<file path="src/rtl/seg_scan_ctrl.sv">
// Scan controller for a multi-digit common-anode seven-segment display: one digit per slot,
// blank gap at the end of each slot, inputs latched once per frame. Optional blink: SEG_SCAN_BLINK_EN.
module seg_scan_ctrl #(
    parameter int DIGITS    = 8,
    parameter int CLK_DIV   = 50000,
    parameter int BLANK_CYC = 500
) (
    input  logic                  clk,
    input  logic                  rst,
    input  logic                  enable,
    input  logic [4*DIGITS-1:0]   nums,
    input  logic [DIGITS-1:0]     points,
    input  logic [DIGITS-1:0]     digit_en,
`ifdef SEG_SCAN_BLINK_EN
    input  logic [DIGITS-1:0]     blink_mask,
`endif
    output logic [DIGITS-1:0]     an,
    output logic [3:0]            num,
    output logic                  point,
    output logic                  frame_done
);

    localparam int CW = (CLK_DIV > 1) ? $clog2(CLK_DIV) : 1;
    localparam int IW = (DIGITS > 1) ? $clog2(DIGITS) : 1;
    localparam logic [CW-1:0]     SHOW_LAST  = CW'(CLK_DIV - BLANK_CYC - 1);
    localparam logic [CW-1:0]     BLANK_LAST = CW'(BLANK_CYC - 1);
    localparam logic [IW-1:0]     IDX_LAST   = IW'(DIGITS - 1);
    localparam logic [DIGITS-1:0] AN_OFF     = {DIGITS{1'b1}};
    localparam logic [DIGITS-1:0] DIG0       = {{(DIGITS-1){1'b0}}, 1'b1};

    typedef enum logic [1:0] {
        IDLE  = 2'd0,
        SHOW  = 2'd1,
        BLANK = 2'd2
    } state_t;

    state_t                state_q, state_d;
    logic [IW-1:0]         idx_q, idx_d;
    logic [CW-1:0]         cnt_q, cnt_d;
    logic [4*DIGITS-1:0]   nums_q, nums_d;
    logic [DIGITS-1:0]     points_q, points_d;
    logic [DIGITS-1:0]     den_q, den_d;
    logic [DIGITS-1:0]     an_q, an_d;
    logic [3:0]            num_q, num_d;
    logic                  point_q, point_d;
    logic                  fd_q, fd_d;
    logic                  latch_s;
    logic                  visible_s;
`ifdef SEG_SCAN_BLINK_EN
    logic [23:0]           blink_cnt_q, blink_cnt_d;
    logic                  phase_q, phase_d;
    logic [DIGITS-1:0]     bmask_q, bmask_d;
`endif

    // Sequencer: slot/blank timing, digit index, frame boundary and latch strobe.
    always_comb begin
        state_d = state_q;
        idx_d   = idx_q;
        cnt_d   = cnt_q;
        latch_s = 1'b0;
        fd_d    = 1'b0;
        if (!enable) begin
            state_d = IDLE;
            idx_d   = '0;
            cnt_d   = '0;
        end else begin
            case (state_q)
                IDLE: begin
                    state_d = SHOW;
                    idx_d   = '0;
                    cnt_d   = '0;
                    latch_s = 1'b1;
                end
                SHOW: begin
                    if (cnt_q == SHOW_LAST) begin
                        state_d = BLANK;
                        cnt_d   = '0;
                    end else begin
                        cnt_d = cnt_q + CW'(1);
                    end
                end
                BLANK: begin
                    if (cnt_q == BLANK_LAST) begin
                        state_d = SHOW;
                        cnt_d   = '0;
                        if (idx_q == IDX_LAST) begin
                            idx_d   = '0;
                            fd_d    = 1'b1;
                            latch_s = 1'b1;
                        end else begin
                            idx_d = idx_q + IW'(1);
                        end
                    end else begin
                        cnt_d = cnt_q + CW'(1);
                    end
                end
                default: begin
                    state_d = IDLE;
                    idx_d   = '0;
                    cnt_d   = '0;
                end
            endcase
        end
    end

    // Frame latch: display data only changes at IDLE->SHOW entry and at the frame wrap.
    always_comb begin
        if (latch_s) begin
            nums_d   = nums;
            points_d = points;
            den_d    = digit_en;
        end else begin
            nums_d   = nums_q;
            points_d = points_q;
            den_d    = den_q;
        end
    end

`ifdef SEG_SCAN_BLINK_EN
    // Blink phase flips each time the free-running counter wraps; mask follows the frame latch.
    always_comb begin
        blink_cnt_d = blink_cnt_q + 24'd1;
        if (blink_cnt_q == 24'hFFFFFF) begin
            phase_d = ~phase_q;
        end else begin
            phase_d = phase_q;
        end
        if (latch_s) begin
            bmask_d = blink_mask;
        end else begin
            bmask_d = bmask_q;
        end
    end
`endif

    // Output decode from next-state values so the registered outputs line up with the state.
    always_comb begin
        an_d    = AN_OFF;
        num_d   = 4'hF;
        point_d = 1'b0;
`ifdef SEG_SCAN_BLINK_EN
        visible_s = den_d[idx_d] & (phase_d | ~bmask_d[idx_d]);
`else
        visible_s = den_d[idx_d];
`endif
        if (state_d == SHOW) begin
            an_d = ~(DIG0 << idx_d);
            if (visible_s) begin
                num_d   = nums_d[{idx_d, 2'b00} +: 4];
                point_d = points_d[idx_d];
            end else begin
                num_d   = 4'hF;
                point_d = 1'b0;
            end
        end else begin
            an_d = AN_OFF;
        end
    end

    // State, latched data and registered outputs.
    always_ff @(posedge clk or posedge rst) begin
        if (rst) begin
            state_q  <= IDLE;
            idx_q    <= '0;
            cnt_q    <= '0;
            nums_q   <= '0;
            points_q <= '0;
            den_q    <= '0;
            an_q     <= AN_OFF;
            num_q    <= 4'hF;
            point_q  <= 1'b0;
            fd_q     <= 1'b0;
        end else begin
            state_q  <= state_d;
            idx_q    <= idx_d;
            cnt_q    <= cnt_d;
            nums_q   <= nums_d;
            points_q <= points_d;
            den_q    <= den_d;
            an_q     <= an_d;
            num_q    <= num_d;
            point_q  <= point_d;
            fd_q     <= fd_d;
        end
    end

`ifdef SEG_SCAN_BLINK_EN
    // Blink counter and phase start in the visible phase.
    always_ff @(posedge clk or posedge rst) begin
        if (rst) begin
            blink_cnt_q <= 24'd0;
            phase_q     <= 1'b1;
            bmask_q     <= '0;
        end else begin
            blink_cnt_q <= blink_cnt_d;
            phase_q     <= phase_d;
            bmask_q     <= bmask_d;
        end
    end
`endif

    assign an         = an_q;
    assign num        = num_q;
    assign point      = point_q;
    assign frame_done = fd_q;

endmodule

</file>
<file path="config.mk">
export PLATFORM = sky130hd
export DESIGN_NAME = seg_scan_ctrl
export DESIGN_NICKNAME = d
export VERILOG_FILES = /design/src/rtl/seg_scan_ctrl.sv
export SDC_FILE = /design/constraint.sdc
export NUM_CORES = 1
export LEC_CHECK = 0
export CAP_MARGIN = 10
export CORE_UTILIZATION = 58
export CTS_CLUSTER_DIAMETER = 100
export DETAILED_ROUTE_END_ITERATION = 16
export PLACE_DENSITY = 0.85
export SYNTH_ARGS = -nofsm -noshare
export SYNTH_HDL_FRONTEND = slang
export SYNTH_SLANG_ARGS = --single-unit
</file>
<file path="constraint.sdc">
create_clock -name clk -period 5.3 [get_ports clk]
set_clock_uncertainty 0.05 [all_clocks]
set_input_delay 1.325 -clock clk [delete_from_list [all_inputs] [get_ports clk]]
set_output_delay 1.325 -clock clk [all_outputs]
set_load 0.02 [all_outputs]
</file>
After elaboration in Yosys (flattened, before gate mapping)
Cells that the tools add are included.
{"block": "totals", "out_inout_bits": 14, "ram_bits": 0, "elab_cells": 53, "memories": 0, "register_bits": 83, "latchBits": 0, "input_bits": 51, "romBits": 0}
{"block": "classes", "div": 0, "mux": 30, "n_mul": 0, "n_lt_le_gt_ge": 1, "n_eq_ne": 6, "addsub": 2, "reduce_logical": 1, "bitwise_logic": 1, "shift": 2}
{"op": "16-bit two-way mux", "count": 3}
{"op": "32-bit two-way mux", "count": 1}
{"op": "16-bit case mux with 2 select lines", "count": 1}
{"op": "32-bit by 6-bit variable part select with 4-bit output", "count": 1}
{"op": "8-bit two-way mux", "count": 3}
{"op": "16-bit by 1-bit adder with 16-bit output (second input constant)", "count": 1}
{"op": "16-bit == test (second input constant)", "count": 1}
{"op": "16-bit by 9-bit == test with 1-bit output (second input constant)", "count": 1}
{"op": "1-bit two-way mux", "count": 9}
{"op": "3-bit two-way mux", "count": 3}
{"op": "4-bit two-way mux", "count": 2}
{"op": "8-bit inverter", "count": 1}
{"op": "1-bit by 3-bit << shifter with 8-bit output (first input constant)", "count": 1}
{"op": "1-bit binary-select mux with 3-bit select", "count": 2}
{"op": "2-bit two-way mux", "count": 3}
{"op": "2-bit case mux with 3 select lines", "count": 1}
{"op": "3-bit case mux with 2 select lines", "count": 1}
{"op": "2-bit by 1-bit == test with 1-bit output (second input constant)", "count": 2}
{"op": "3-bit by 4-bit < comparator with 1-bit output (second input constant)", "count": 1}
{"op": "3-bit by 1-bit adder with 3-bit output (second input constant)", "count": 1}
{"op": "3-bit == test (second input constant)", "count": 1}
{"op": "2-bit == test (second input constant)", "count": 1}
{"op": "2-bit zero test", "count": 1}
{"op": "1-bit case mux with 2 select lines", "count": 1}

Longest topological paths before layout
{"block": "depth", "ltp_word": 10, "mapped_depth": 12, "depth_no_buf": 9}

Least setup slack after synthesis
OpenSTA, ideal clock, no wires.
{"block": "synth_timing", "kind": "input -> register", "start": "input enable", "end": "register point_q (netlist: point)", "cell_stages": 9, "required_ps": 5130, "path_buffers": 2, "slack_ps": 2375, "t_arrival_ps": 2754, "setup_time_ps": 120, "path_cell_list": "and2_1 -> clkbuf_1 -> nand3_1 -> o211a_1 -> buf_6 -> a221oi_1 -> a311oi_1 -> o21a_1 -> o211a_1"}
{"block": "synth_via", "elab_chain_len": 6, "word_cells_on_any_way": 12, "classes_between": "eq/ne (1); mux (11)"}
{"element": "from (decl)", "line_no": "10", "text": "input logic enable,"}
{"element": "1-bit two-way mux", "line_no": "62", "text": "if (!enable) begin"}
{"element": "8-bit two-way mux", "line_no": "108", "text": "if (latch_s) begin"}
{"element": "1-bit binary-select mux with 3-bit select (on tied branches)", "line_no": "150, 144"}
{"element": "1-bit two-way mux (on tied branches)", "line_no": "150, 144"}
{"element": "1-bit two-way mux", "line_no": "148", "text": "if (visible_s) begin"}
{"element": "1-bit two-way mux (*)", "line_no": "146", "text": "if (state_d == SHOW) begin"}
{"element": "net point_d", "line_no": "45", "text": "logic point_q, point_d;"}
{"element": "to (signal assigned)", "line_no": "182", "text": "point_q <= point_d;"}
{"element": "to (decl)", "line_no": "45"}
The timed path passes the listed nets; every way through them passes the cells marked *. The select of a mux whose other input is x is not followed.

Worst setup path after layout
{"block": "layout_timing", "start": "input enable", "end": "register num_q[2] (netlist: num[2])"}
{"block": "layout_via", "elab_chain_len": 6, "word_cells_on_any_way": 11, "classes_between": "eq/ne (1); shift (1); mux (9)"}
{"element": "branches (longest 5 deep; another with 32-bit two-way mux)"}
{"element": "4-bit two-way mux (*)", "line_no": "146"}
{"element": "net num_d[2]", "line_no": "44", "text": "logic [3:0] num_q, num_d;"}
{"element": "to (signal assigned)", "line_no": "181", "text": "num_q <= num_d;"}
{"element": "to (decl)", "line_no": "44"}
Mark *: on every way through the listed nets, which the timed path passes. The select of a mux whose other input is x is not followed.

==> results.yml <==
status:
  outcome: "complete, no violations"
logic_synthesis:
  synth_top_area_cell: "dfrtp_1"
  synth_ff_type: "dfrtp_1"
  syn_nets: 487
  synth_area_sq_um: 4280
  postSynthCellCount: 429
  synth_common_cells: "71 x dfrtp_1, 44 x nand3_1, 36 x nand2_1"
  ys_types: 50
  synth_warnings: 0
  synthDominantCellAreaShare_pct: 41.5
  synthArstFlopShare_pct: 100
  ys_ff_latch: 83
  yosysMostFrequentCell: "dfrtp_1"
  synth_edf_count: 0
  synth_area_leaders: "dfrtp_1 41%, dfstp_2 7.4%, mux2_2 5.8%"
  avgSynthCellArea_sq_um: 9.98
  ys_seq_area_share_pct: 48.9
placed_design:
  place.port_buffers: 64
  gp_congestion: 0.900
  pre_cts_ws_ns: 0.822
  hpwl_um: 7400
global_route:
  track_usage_pct: 30.6
  grt_antenna_before_repair: 0
  grt_pass1_wl_um: 17800
  grt_pass1_vias: 3602
  grt-ovfl-total: 0
  grt_max_degree: 64
setup_path:
  end_kind: "register"
  crit_path_start_kind: "primary input"
  worstPathArrival_ns: 4.47
  cp_max_fo: 31
  path_cells: "clkdlybuf4s50_1, and2_1, nand3_1, o211a_1, inv_2, mux2_2, a32oi_1, o2111ai_1"
  required_ns: 5.50
  path_class: "in -> reg"
  cpPeakStageDelay_ns: 0.84
  crit_path_top_delay_cell: "o211a_1"
final_layout:
  nets: 539
  multi_input_area_sq_um: 1990
  antenna_cells: 0
  nFillCells: 496
  layout-drive-gt1-share_pct: 13.2
  fin_util_pct: 74.3
  seq_area_sq_um: 2090
  area_delta_synth_final_pct: 20.6
die:
  start_util_pct: 61.7
  core_area_sq_um: 6940
  die_area_sq_um: 7730
  ios: 65
  die_w_um: 87.9
  dieHeight_um: 87.9
  rows: 30
power_and_ir_drop:
  finalPower_w: 0.00153
  ir_drop_v: 0.000171
  p_leak_nw: 2.14
  p_per_area_nw_per_um2: 296
clock_network:
  clockRootBuffer: "clkbuf_8"
  postCtsHoldBufs: 0
  cts_resized: 0
  h-tree-depth: 3
  cts_setup_buffers: 0
  clk_pin_slew_ns: 0.08
  cts.sinks: 83
  clock_latency_ns: 0.35
  cts_tree: "yes"
  cts_buffers: 9
  clk_path_buf_depth: 2
sta:
  slew_headroom_pct: 29.2
  clock.fmax_mhz: 234
  layout_min_cycle_time_ns: 4.26
  hold_ws_ns: 0.454
  final_hold_viol_count: 0
  worstMarginPinSlew_ns: 1.06
  final-setup-viol-count: 0
  finalCritPeriodShare_pct: 80.5
  rsz0062_at_grt: "false"
  setup_ws_ns: 1.04
  tns_ns: 0
  finalMaxSlewViolations: 0
min_path:
  min_path_type: "reg -> reg"
drt:
  wire_per_inst_um: 18.6
  route.detailed.drc: 0
  drtAntennaViolNets: 0
  wirelength_um: 10800
  vias_per_cell: 6.48
  drtIter0Drc: 354
  vias: 3769
  firstDrtPassIters: 5
run:
  maxCapViolCount: 0
[cell families (layout without fill, tap and decap cells)]
logic type	Yosys count	count (layout)	synth area share [%]
AO/OA/AOI/OAI	104	104	17.1
buffers and inverters	45	102	4.62
flip-flops	83	83	48.9
XOR/XNOR	14	14	2.86
adder cells (fa/ha/maj)	7	7	2.05
AND/OR/NAND/NOR	153	153	18.5
multiplexers	23	23	6.05
[worst max-delay path: cells and delay by family]
family	cells	cell delay, ns
compound gates	3	1.20
simple gates	2	0.51
mux	1	0.36
buf+inv	2	1.06
[metrics by stage]
step                cell area, sq um  std cells
CTS                             5160        582
global placement                4950        566
finish                          5160        582
floorplan                       4280        429
global route                    5160        582
detailed placement              4950        566
[cells in the final DEF, fill, tap and decap left out, types with 3 or more instances in the layout]
cell and instances:
and3_1 5, o311ai_0 3, o21ai_0 30, a311oi_1 4, o211ai_1 9, nor2_1 28, o211a_1 3, buf_4 5
a22oi_1 6, a221oi_1 20, inv_1 13, clkdlybuf4s50_1 64, inv_2 3, a31oi_1 17, clkinv_2 3, xnor2_1 5
clkbuf_8 9, nand3_1 44, xor2_1 9, nand2_1 36, dfrtp_1 71, ha_1 7, nand4_1 4, mux2_2 22
nor2b_1 18, dfstp_2 12
[path summary, 6_finish.rpt]
path                       startpoint          end  slack [ns]  cells past startpoint
setup / recovery               enable       num[2]        1.04                      8
hold / removal             nums_q[31]   nums_q[31]        0.45                      1
setup reg to reg             cnt_q[3]       num[2]        1.48                      8
hold reg to reg            nums_q[31]   nums_q[31]        0.45                      1
max in group asynchronous         rst       num[3]        2.81                      3
min in group asynchronous         rst  points_q[4]        1.48                      2
[power breakdown]
part	internal, W	switching, W
Sequential	0.000712	0.0000300
Clock	0.000267	0.000231
Combinational	0.000132	0.000159
Total	0.00111	0.000420
[metal layers]
layer / wire length (um) / GRT usage (%) / up-vias
li1: - / - / 1675
met1: 4450 / 41.6 / 1835
met2: 5170 / 48.3 / 228
met3: 934 / 5.75 / 31
met4: 281 / 13.0 / 0
met5: 0 / 0 / -
[final cells by class]
type | instances | share of cell area [%]
Timing Repair Buffer | 69 | 13.1
Tap cell | 96 | 2.33
Inverter | 17 | 1.26
Clock buffer | 10 | 2.47
Sequential cell | 83 | 40.5
Multi-Input combinational cell | 301 | 38.6
Clock inverter | 6 | 1.70
[registers in the layout, indices dropped and copies added (netlist names), 2 cells and up]
register and cells:
idx_q 3, cnt_q 16, an 8, den_q 8
points_q 8, nums_q 32, state_q 2, num 4
(Power assumes the default switching activity.)
